## src/rtl/multi_time_display.sv

```systemverilog
// Time display back end: 24h/12h conversion, multiplexed common-anode 7-segment scan,
// edit-field and colon blinking, and an LED bank with AM/PM indicator and alarm chaser.
module multi_time_display #(
  parameter int unsigned N_DIGITS  = 6,
  parameter int unsigned N_LEDS    = 8,
  parameter int unsigned SCAN_DIV  = 100000,
  parameter int unsigned BLINK_DIV = 50000000,
  parameter int unsigned STEP_DIV  = 12500000
) (
  input  logic                clk,
  input  logic                reset,
  input  logic                mod12_24,
  input  logic                alarm,
  input  logic [1:0]          edit_field,
  input  logic [23:0]         time_bcd,
  output logic [N_DIGITS-1:0] anodes,
  output logic [7:0]          segments,
  output logic [N_LEDS-1:0]   leds
);

  localparam int unsigned KW     = $clog2(N_DIGITS);
  localparam int unsigned PW     = $clog2(N_LEDS);
  localparam int unsigned ScanW  = (SCAN_DIV > 1) ? $clog2(SCAN_DIV) : 1;
  localparam int unsigned BlinkW = (BLINK_DIV > 1) ? $clog2(BLINK_DIV) : 1;
  localparam int unsigned StepW  = (STEP_DIV > 1) ? $clog2(STEP_DIV) : 1;
  // Field index 0 = S0 ... 5 = H1; a 4-digit bank starts scanning at M0.
  localparam logic [2:0]  FOff   = (N_DIGITS == 4) ? 3'd2 : 3'd0;

  if (!(N_DIGITS == 4 || N_DIGITS == 6)) begin : g_bad_n_digits
    $error("multi_time_display: N_DIGITS must be 4 or 6");
  end
  if (N_LEDS < 2) begin : g_bad_n_leds
    $error("multi_time_display: N_LEDS must be at least 2");
  end

  function automatic logic [6:0] seg7(input logic [3:0] d);
    logic [6:0] s;
    case (d)
      4'h0: s = 7'h40;
      4'h1: s = 7'h79;
      4'h2: s = 7'h24;
      4'h3: s = 7'h30;
      4'h4: s = 7'h19;
      4'h5: s = 7'h12;
      4'h6: s = 7'h02;
      4'h7: s = 7'h78;
      4'h8: s = 7'h00;
      4'h9: s = 7'h10;
      4'hA: s = 7'h08;
      4'hB: s = 7'h03;
      4'hC: s = 7'h46;
      4'hD: s = 7'h21;
      4'hE: s = 7'h06;
      4'hF: s = 7'h0E;
    endcase
    return s;
  endfunction

  // Stage 1 state
  logic [3:0] h1_q, h0_q, m1_q, m0_q, s1_q, s0_q;
  logic [3:0] h1_d, h0_d;
  logic       pm_q, pm_d, mode_q;

  // Stage 2 / output state
  logic [N_DIGITS-1:0] anodes_q, anodes_d;
  logic [7:0]          segments_q, segments_d;
  logic [N_LEDS-1:0]   leds_q, leds_d;

  // Timebase and chaser state
  logic [KW-1:0]     k_q, k_d;
  logic [ScanW-1:0]  scan_cnt_q, scan_cnt_d;
  logic [BlinkW-1:0] blink_cnt_q, blink_cnt_d;
  logic              blink_q, blink_d;
  logic [StepW-1:0]  step_cnt_q, step_cnt_d;
  logic [PW-1:0]     p_q, p_d;
  logic              alarm_q;

  // 12h conversion stays in BCD: only the hour tens/units nibbles are adjusted.
  always_comb begin
    h1_d = time_bcd[23:20];
    h0_d = time_bcd[19:16];
    pm_d = 1'b0;
    if (mod12_24) begin
      if (time_bcd[23:20] == 4'd0 && time_bcd[19:16] == 4'd0) begin
        h1_d = 4'd1;
        h0_d = 4'd2;
      end else if (time_bcd[23:20] == 4'd1 && time_bcd[19:16] == 4'd2) begin
        pm_d = 1'b1;
      end else if (time_bcd[23:20] == 4'd1 && time_bcd[19:16] > 4'd2) begin
        h1_d = 4'd0;
        h0_d = time_bcd[19:16] - 4'd2;
        pm_d = 1'b1;
      end else if (time_bcd[23:20] == 4'd2 && time_bcd[19:16] < 4'd2) begin
        h1_d = 4'd0;
        h0_d = time_bcd[19:16] + 4'd8;
        pm_d = 1'b1;
      end else if (time_bcd[23:20] == 4'd2) begin
        h1_d = 4'd1;
        h0_d = time_bcd[19:16] - 4'd2;
        pm_d = 1'b1;
      end
    end
  end

  // Timebase: digit scan, blink phase, chaser step
  always_comb begin
    scan_cnt_d  = scan_cnt_q + 1'b1;
    k_d         = k_q;
    blink_cnt_d = blink_cnt_q + 1'b1;
    blink_d     = blink_q;
    step_cnt_d  = step_cnt_q;
    p_d         = p_q;
    if (scan_cnt_q == ScanW'(SCAN_DIV - 1)) begin
      scan_cnt_d = '0;
      k_d        = (k_q == KW'(N_DIGITS - 1)) ? '0 : k_q + 1'b1;
    end
    if (blink_cnt_q == BlinkW'(BLINK_DIV - 1)) begin
      blink_cnt_d = '0;
      blink_d     = ~blink_q;
    end
    // Holding p and the step counter at zero while idle covers both edge cases.
    if (!alarm || !alarm_q) begin
      step_cnt_d = '0;
      p_d        = '0;
    end else if (step_cnt_q == StepW'(STEP_DIV - 1)) begin
      step_cnt_d = '0;
      p_d        = (p_q == PW'(N_LEDS - 1)) ? '0 : p_q + 1'b1;
    end else begin
      step_cnt_d = step_cnt_q + 1'b1;
    end
  end

  logic [2:0] fld;
  logic [3:0] digit;
  logic       in_edit, dp_on, blank;

  always_comb begin
    fld = 3'(k_q) + FOff;
    case (fld)
      3'd0:    digit = s0_q;
      3'd1:    digit = s1_q;
      3'd2:    digit = m0_q;
      3'd3:    digit = m1_q;
      3'd4:    digit = h0_q;
      default: digit = h1_q;
    endcase
    in_edit = (edit_field == 2'd1 && fld >= 3'd4) ||
              (edit_field == 2'd2 && (fld == 3'd2 || fld == 3'd3)) ||
              (edit_field == 2'd3 && fld <= 3'd1);
    // Colon dots sit on H0 and M0; steady while editing.
    dp_on = (fld == 3'd2 || fld == 3'd4) && (!blink_q || edit_field != 2'd0);
    blank = (blink_q && in_edit) || (mode_q && fld == 3'd5 && h1_q == 4'd0);
    segments_d = blank ? 8'hFF : {~dp_on, seg7(digit)};
    anodes_d   = ~(N_DIGITS'(1) << k_q);
    leds_d     = alarm_q ? (N_LEDS'(1) << p_q) : N_LEDS'(pm_q);
  end

  always_ff @(posedge clk) begin
    if (reset) begin
      h1_q        <= '0;
      h0_q        <= '0;
      m1_q        <= '0;
      m0_q        <= '0;
      s1_q        <= '0;
      s0_q        <= '0;
      pm_q        <= 1'b0;
      mode_q      <= 1'b0;
      anodes_q    <= '1;
      segments_q  <= '1;
      leds_q      <= '0;
      k_q         <= '0;
      scan_cnt_q  <= '0;
      blink_cnt_q <= '0;
      blink_q     <= 1'b0;
      step_cnt_q  <= '0;
      p_q         <= '0;
      alarm_q     <= 1'b0;
    end else begin
      h1_q        <= h1_d;
      h0_q        <= h0_d;
      m1_q        <= time_bcd[15:12];
      m0_q        <= time_bcd[11:8];
      s1_q        <= time_bcd[7:4];
      s0_q        <= time_bcd[3:0];
      pm_q        <= pm_d;
      mode_q      <= mod12_24;
      anodes_q    <= anodes_d;
      segments_q  <= segments_d;
      leds_q      <= leds_d;
      k_q         <= k_d;
      scan_cnt_q  <= scan_cnt_d;
      blink_cnt_q <= blink_cnt_d;
      blink_q     <= blink_d;
      step_cnt_q  <= step_cnt_d;
      p_q         <= p_d;
      alarm_q     <= alarm;
    end
  end

  assign anodes   = anodes_q;
  assign segments = segments_q;
  assign leds     = leds_q;

endmodule

```

## config.mk

```make
export PLATFORM = sky130hd
export DESIGN_NAME = multi_time_display
export DESIGN_NICKNAME = d
export VERILOG_FILES = /design/src/rtl/multi_time_display.sv
export SDC_FILE = /design/constraint.sdc
export NUM_CORES = 1
export LEC_CHECK = 0
export CORE_MARGIN = 4
export CORE_UTILIZATION = 45
export CTS_BUF_LIST = sky130_fd_sc_hd__clkbuf_4
export DETAILED_ROUTE_END_ITERATION = 10
export PLACE_DENSITY = 0.65
export SETUP_SLACK_MARGIN = 0.15
export SKIP_CTS_REPAIR_TIMING = 1
export SYNTH_ARGS = -nofsm -noshare
export SYNTH_HDL_FRONTEND = slang
export SYNTH_SLANG_ARGS = --single-unit
```

## constraint.sdc

```tcl
create_clock -name clk -period 6 [get_ports clk]
set_input_delay 1.2 -clock clk [delete_from_list [all_inputs] [get_ports clk]]
set_output_delay 1.2 -clock clk [all_outputs]
set_load 0.01 [all_outputs]
```

==> results of run 1 <==
==> kinds of logic (layout without fill, tap and decap cells) <==
logic type | after synthesis | in the layout
xor gates and xnor gates | 56 | 56
and+or+nand+nor | 270 | 270
buffers and inverters | 35 | 99
DFF | 123 | 123
muxes | 10 | 10
adders and majority gates | 16 | 16
AOI/OAI and AO/OA | 75 | 75
==> worst register-to-register path, stage by stage, from the launching register on <==
cell and delay, ps:
dfxtp_1 730, and2_1 220, ha_1 310, a21o_1 350, o311ai_0 250, o21ai_1 350
inv_1 130, ha_1 250, nor4_1 300, a211oi_1 70
==> placed cells by master (no fill, tap or decap), drive strengths merged, types with 4 or more instances in the layout <==
cell and n:
clkinv 10, a211oi 8, nand4 19, o21ai 22
mux2i 10, ha 16, clkdlybuf4s50 51, nor3b 4
o21a 5, a21oi 19, inv 14, nand2b 8
xor2 36, and2 5, nand2 35, xnor2 20
nand3 25, nor2 90, or3 9, and3 11
and4 7, nor3 12, nand3b 6, dfxtp 123
nor4 4, clkbuf 19, nor2b 23
==> registers in the layout, indices dropped and copies added, names as in the netlist, 6 cells and up <==
| register | count |
|---|---|
| blink_cnt_q | 26 |
| step_cnt_q | 24 |
| scan_cnt_q | 17 |
| leds | 8 |
| segments | 8 |
| anodes | 6 |
==> path summary, 6_finish.rpt <==
| path | from | to | slack, ps | cells past startpoint |
|---|---|---|---|---|
| max | k_q[1] | segments[0] | 2920 | 9 |
| min | step_cnt_q[0] | step_cnt_q[0] | 450 | 1 |
| max reg2reg | k_q[1] | segments[0] | 2920 | 9 |
| min reg2reg | step_cnt_q[0] | step_cnt_q[0] | 450 | 1 |
==> synthesized netlist by cell type (all sizes together) <==
library cell / number
clkbuf: 4
o31ai: 1
a22oi: 2
or3: 9
nand2: 35
o21bai: 1
mux2i: 10
o311ai: 3
xor2: 36
nor2: 90
nand2b: 8
ha: 16
a221o: 1
nor3b: 4
o22ai: 1
and3: 11
o21a: 5
a21oi: 19
nand3b: 6
buf: 17
a21o: 1
or2: 3
a211oi: 8
nor2b: 23
nor3: 12
inv: 14
o21ai: 22
o211ai: 2
nor4b: 3
nand3: 25
and2: 5
a31oi: 2
a21boi: 2
or4: 1
o221ai: 2
nor4: 4
nand4b: 2
or4b: 3
and4: 7
nand4: 19
xnor2: 20
dfxtp: 123
a32oi: 3
==> routing by layer <==
layer	vias to the layer above	GRT usage, %	part of all wire [%]
met1	1878	18.3	47
met2	53	26.0	47
met4	0	5.87	1.9
li1	2128	-	-
met3	16	5.29	3.8
met5	-	0	0
==> power by group through the flow <==
stage          Combinational (µW)  Clock (µW)  Sequential, µW
2_1_floorplan                49.7           0             862
3_3_place_gp                 91.9           0             861
3_5_place_dp                 92.9           0             861
4_1_cts                      93.8         588             842
5_1_grt                       102         625             845
6_report                     92.8         572             842
==> area by class of cell <==
type                    instances  area share (%)
flip-flops and latches        123            39.7
clock buffers                  19            2.30
inverters                      14           0.847
repair buffers                 53            8.47
clock inverters                13            2.12
well taps                     143            2.88
multi-input cells             427            43.7
==> per-stage QoR <==
step	instances	setup slack, ps	cell area [µm²]	util [%]
6_report	792	2920	6200	53.6
5_1_grt	792	2590	6200	53.6
4_1_cts	792	2910	6200	53.6
3_5_place_dp	760	2780	5930	51.3
3_3_place_gp	760	2830	5930	51.3
2_1_floorplan	585	3490	5390	-
==> impl_metrics.tcl, run 1 <==
set metrics [dict create \
    grt_first_pass_wirelength_um 17800 \
    wl_per_cell_um 13.0 \
    max_freq_mhz 325 \
    sw_frac_of_total_pct 22.4 \
    power_leakage_uw 0.00220 \
    io_pins 52 \
    die-area_um2 13800 \
    wl_um 10300 \
    portBuffers 51 \
    syn_avg_cell_area_um2 9.21 \
    synth-simple-area-share_pct 26.4 \
    grt_util_all_layers_pct 15.5 \
    drc 0 \
    fin_tns_setup_ps 0 \
    clock_path_buffers 2 \
    drt-initial-drc-count 245 \
    htree_levels 4 \
    grt.overflow.total 0 \
    powerDensity_nw_per_um2 243 \
    regArea_um2 2460 \
    power_uw 1510 \
    netlist.top_cell.by_area "dfxtp_1" \
    yosysWarningCount 0 \
    ys_seq_area_share_pct 45.7 \
    p_int_uw 1170 \
    combPwrFrac_pct 6.2 \
    crit_top_cell "ha_1" \
    routabilityCongestion 0.789 \
    critPathBufInv 1 \
    vdd.ir_drop.worst_mv 0.130 \
    antenna_left 0 \
    clk_pin_slew_ps 100 \
    setup_viol 0 \
    syn_inst 585 \
    status "finished clean" \
    clock_latency_ps 520 \
    period_minus_slack_ps 3080 \
    grt_pass1_vias 3954 \
    synth_top_area_share_pct 45.7 \
    grt_max_degree 25 \
    switchingPower_uw 338 \
    clock_sink_count 123 \
    initial_core_util_pct 46.6 \
    synth_mux_area_share_pct 1.86 \
    synthesis.nets 631 \
    drv_slew 0 \
    hp-class "reg2reg" \
    crit_path_end_kind "flip-flop" \
    whs_ps 455 \
    worstPathMaxFanout 20 \
    num_rows 39 \
    vias_per_cell 5.15 \
    cts_buffers 17 \
    max_cap_viol_count 0 \
    ys_seq_elements 123 \
    fin_crit_sh_pct 51.3 \
    dp_hpwl_um 7350 \
    dr_total_vias 4075 \
    tightest_slew_ps 876 \
    synth_top_family_by_area "simple AND/OR/NAND/NOR gates" \
    critical_path.slowest_cell "dfxtp_1" \
    insertedDiodeCount 0 \
    cp_top_family "compound AO/OA/AOI/OAI gates" \
    die_y_um 117 \
    drive_above_1_share_pct 6.01 \
    rsz0062_at_grt "false" \
    yosys-top-cells-area "dfxtp_1, nor2_1, xor2_1, ha_1, xnor2_1" \
    worstSetupStartpointType "flip-flop" \
    die_w_um 117 \
    max_stage_delay_ps 730 \
    multi_input_area_um2 2710 \
    crit_chain "and2_1, ha_1, a21o_1, o311ai_0, o21ai_1, inv_1, ha_1, nor4_1, a211oi_1" \
    cp_data_required_time_ps 6410 \
    synth-xor-area-share_pct 9.11 \
    antenna_found_initial 0 \
    area_growth_pct 15.2 \
    synth_compound_area_share_pct 9.20 \
    clockPowerShare_pct 38.0 \
    clock_skew_ps 11.4 \
    yosys.cell_types.count 54 \
    syn_area_um2 5390 \
    nFillCells 1085 \
    seqPwrFrac_pct 55.9 \
    synth_adder_area_share_pct 3.72 \
    nets 682 \
    finalHoldViolCount 0 \
    coreArea_um2 11600 \
    slew-limit-headroom_pct 41.6 \
    path_class "reg2reg" \
    cts_tree "yes" \
    cts_root_buf "clkbuf_4" \
    drt_first_pass_iters 7 \
    cp.arrival_ps 3490 \
]
No activity file was read; power rests on OpenSTA's default activity.
==> run 2: changes to the inputs <==
==> constraint.sdc (replaced) <==
create_clock -name clk -period 2.9 [get_ports clk]
set_input_delay 0.58 -clock clk [delete_from_list [all_inputs] [get_ports clk]]
set_output_delay 0.58 -clock clk [all_outputs]
set_load 0.01 [all_outputs]
==> impl_metrics.tcl, run 2 (synthesized netlist as in run 1, its figures left out) <==
set metrics [dict create \
    cts_tree "yes" \
    whs_ps 451 \
    htree_levels 4 \
    initial_core_util_pct 46.6 \
    grt_pass1_vias 4032 \
    grt_util_all_layers_pct 16.2 \
    rsz0062_at_grt "false" \
    min_from "blink_cnt_q[0]" \
    max_freq_mhz 409 \
    tightest_slew_ps 687 \
    setup_viol 0 \
    die_y_um 117 \
    multi_input_area_um2 2710 \
    cts_root_buf "clkbuf_4" \
    nFillCells 1073 \
    path_class "reg2reg" \
    hp-class "reg2reg" \
    clock_latency_ps 500 \
    power_leakage_uw 0.00221 \
    max_cap_viol_count 0 \
    slew-limit-headroom_pct 53.7 \
    reg.largest.list "blink_cnt_q: 26 flops, step_cnt_q: 24 flops, scan_cnt_q: 17 flops" \
    vdd.ir_drop.worst_mv 0.364 \
    clock_sink_count 123 \
    drt_first_pass_iters 4 \
    die-area_um2 13800 \
    area_growth_pct 15.4 \
    clock_skew_ps 15.3 \
    regArea_um2 2460 \
    portBuffers 51 \
    worstPathMaxFanout 9 \
    grt_max_degree 25 \
    wl_um 10600 \
    fin_crit_sh_pct 84.3 \
    grt_first_pass_wirelength_um 18500 \
    die_w_um 117 \
    crit_start "k_q[1]" \
    layout_common_cells "dfxtp_1, nor2_1, clkdlybuf4s50_1, xor2_1, nand2_1" \
    crit_path_end_kind "flip-flop" \
    nets 686 \
    cp.arrival_ps 2820 \
    antenna_found_initial 0 \
    reg2reg_from "k_q[1]" \
    worstSetupStartpointType "flip-flop" \
    drive_above_1_share_pct 6.74 \
    clock_path_buffers 2 \
    clk_pin_slew_ps 100 \
    finalHoldViolCount 0 \
    antenna_left 0 \
    grt.overflow.total 0 \
    vias_per_cell 5.18 \
    insertedDiodeCount 0 \
    dp_hpwl_um 7730 \
    power_uw 3040 \
    cp_data_required_time_ps 3280 \
    wl_per_cell_um 13.4 \
    io_pins 52 \
    num_rows 39 \
    cts_buffers 17 \
    routabilityCongestion 0.846 \
    largest_reg_flops 26 \
    mostFrequentLayoutCell "dfxtp_1" \
    drc 0 \
    coreArea_um2 11600 \
    period_minus_slack_ps 2450 \
    drt-initial-drc-count 224 \
    drv_slew 0 \
    status "finished clean" \
    powerDensity_nw_per_um2 489 \
    dr_total_vias 4122 \
    top_register "blink_cnt_q" \
    fin_tns_setup_ps 0 \
]
==> run 2: final timing paths <==
kind / cells after the start / slack, ps / endpoint
setup / recovery: 8 / 450 / segments[0]
hold / removal: 1 / 450 / blink_cnt_q[0]
setup reg to reg: 8 / 450 / segments[0]
hold reg to reg: 1 / 450 / blink_cnt_q[0]
==> run 2: layout make-up <==
| type | instances | area share (%) |
|---|---|---|
| Tap cell | 143 | 2.88 |
| Sequential cell | 123 | 39.6 |
| Multi-Input combinational cell | 427 | 43.6 |
| Timing Repair Buffer | 57 | 8.94 |
| Inverter | 14 | 0.846 |
| Clock inverter | 12 | 1.69 |
| Clock buffer | 20 | 2.42 |
==> run 2: critical path: stages (launching register included) <==
cell and delay [ps]:
dfxtp_1 320, and2_1 150, ha_1 260, a21o_1 300, o21ai_0 440, inv_1 200, ha_1 300, nor4_1 290
a211oi_1 70
==> run 2: where the power goes <==
part	internal [µW]	total, µW	switching (µW)
Combinational	101	195	94.6
Sequential	1730	1740	17.9
Clock	519	1100	578
==> run 2: routing by layer <==
| layer | GRT usage (%) | vias to the layer above | share of wire [%] |
|---|---|---|---|
| li1 | - | 2134 | - |
| met1 | 19.2 | 1900 | 46 |
| met2 | 27.7 | 70 | 48 |
| met3 | 5.25 | 18 | 3.6 |
| met4 | 5.21 | 0 | 1.9 |
| met5 | 0 | - | 0 |
==> run 2: through the flow <==
step	utilization, %	cells	instance area, µm²	setup slack, ps
2_1_floorplan	-	585	5390	460
3_3_place_gp	51.5	764	5960	474
3_5_place_dp	51.5	764	5960	429
4_1_cts	53.7	796	6210	445
5_1_grt	53.7	796	6210	203
6_report	53.7	796	6210	455
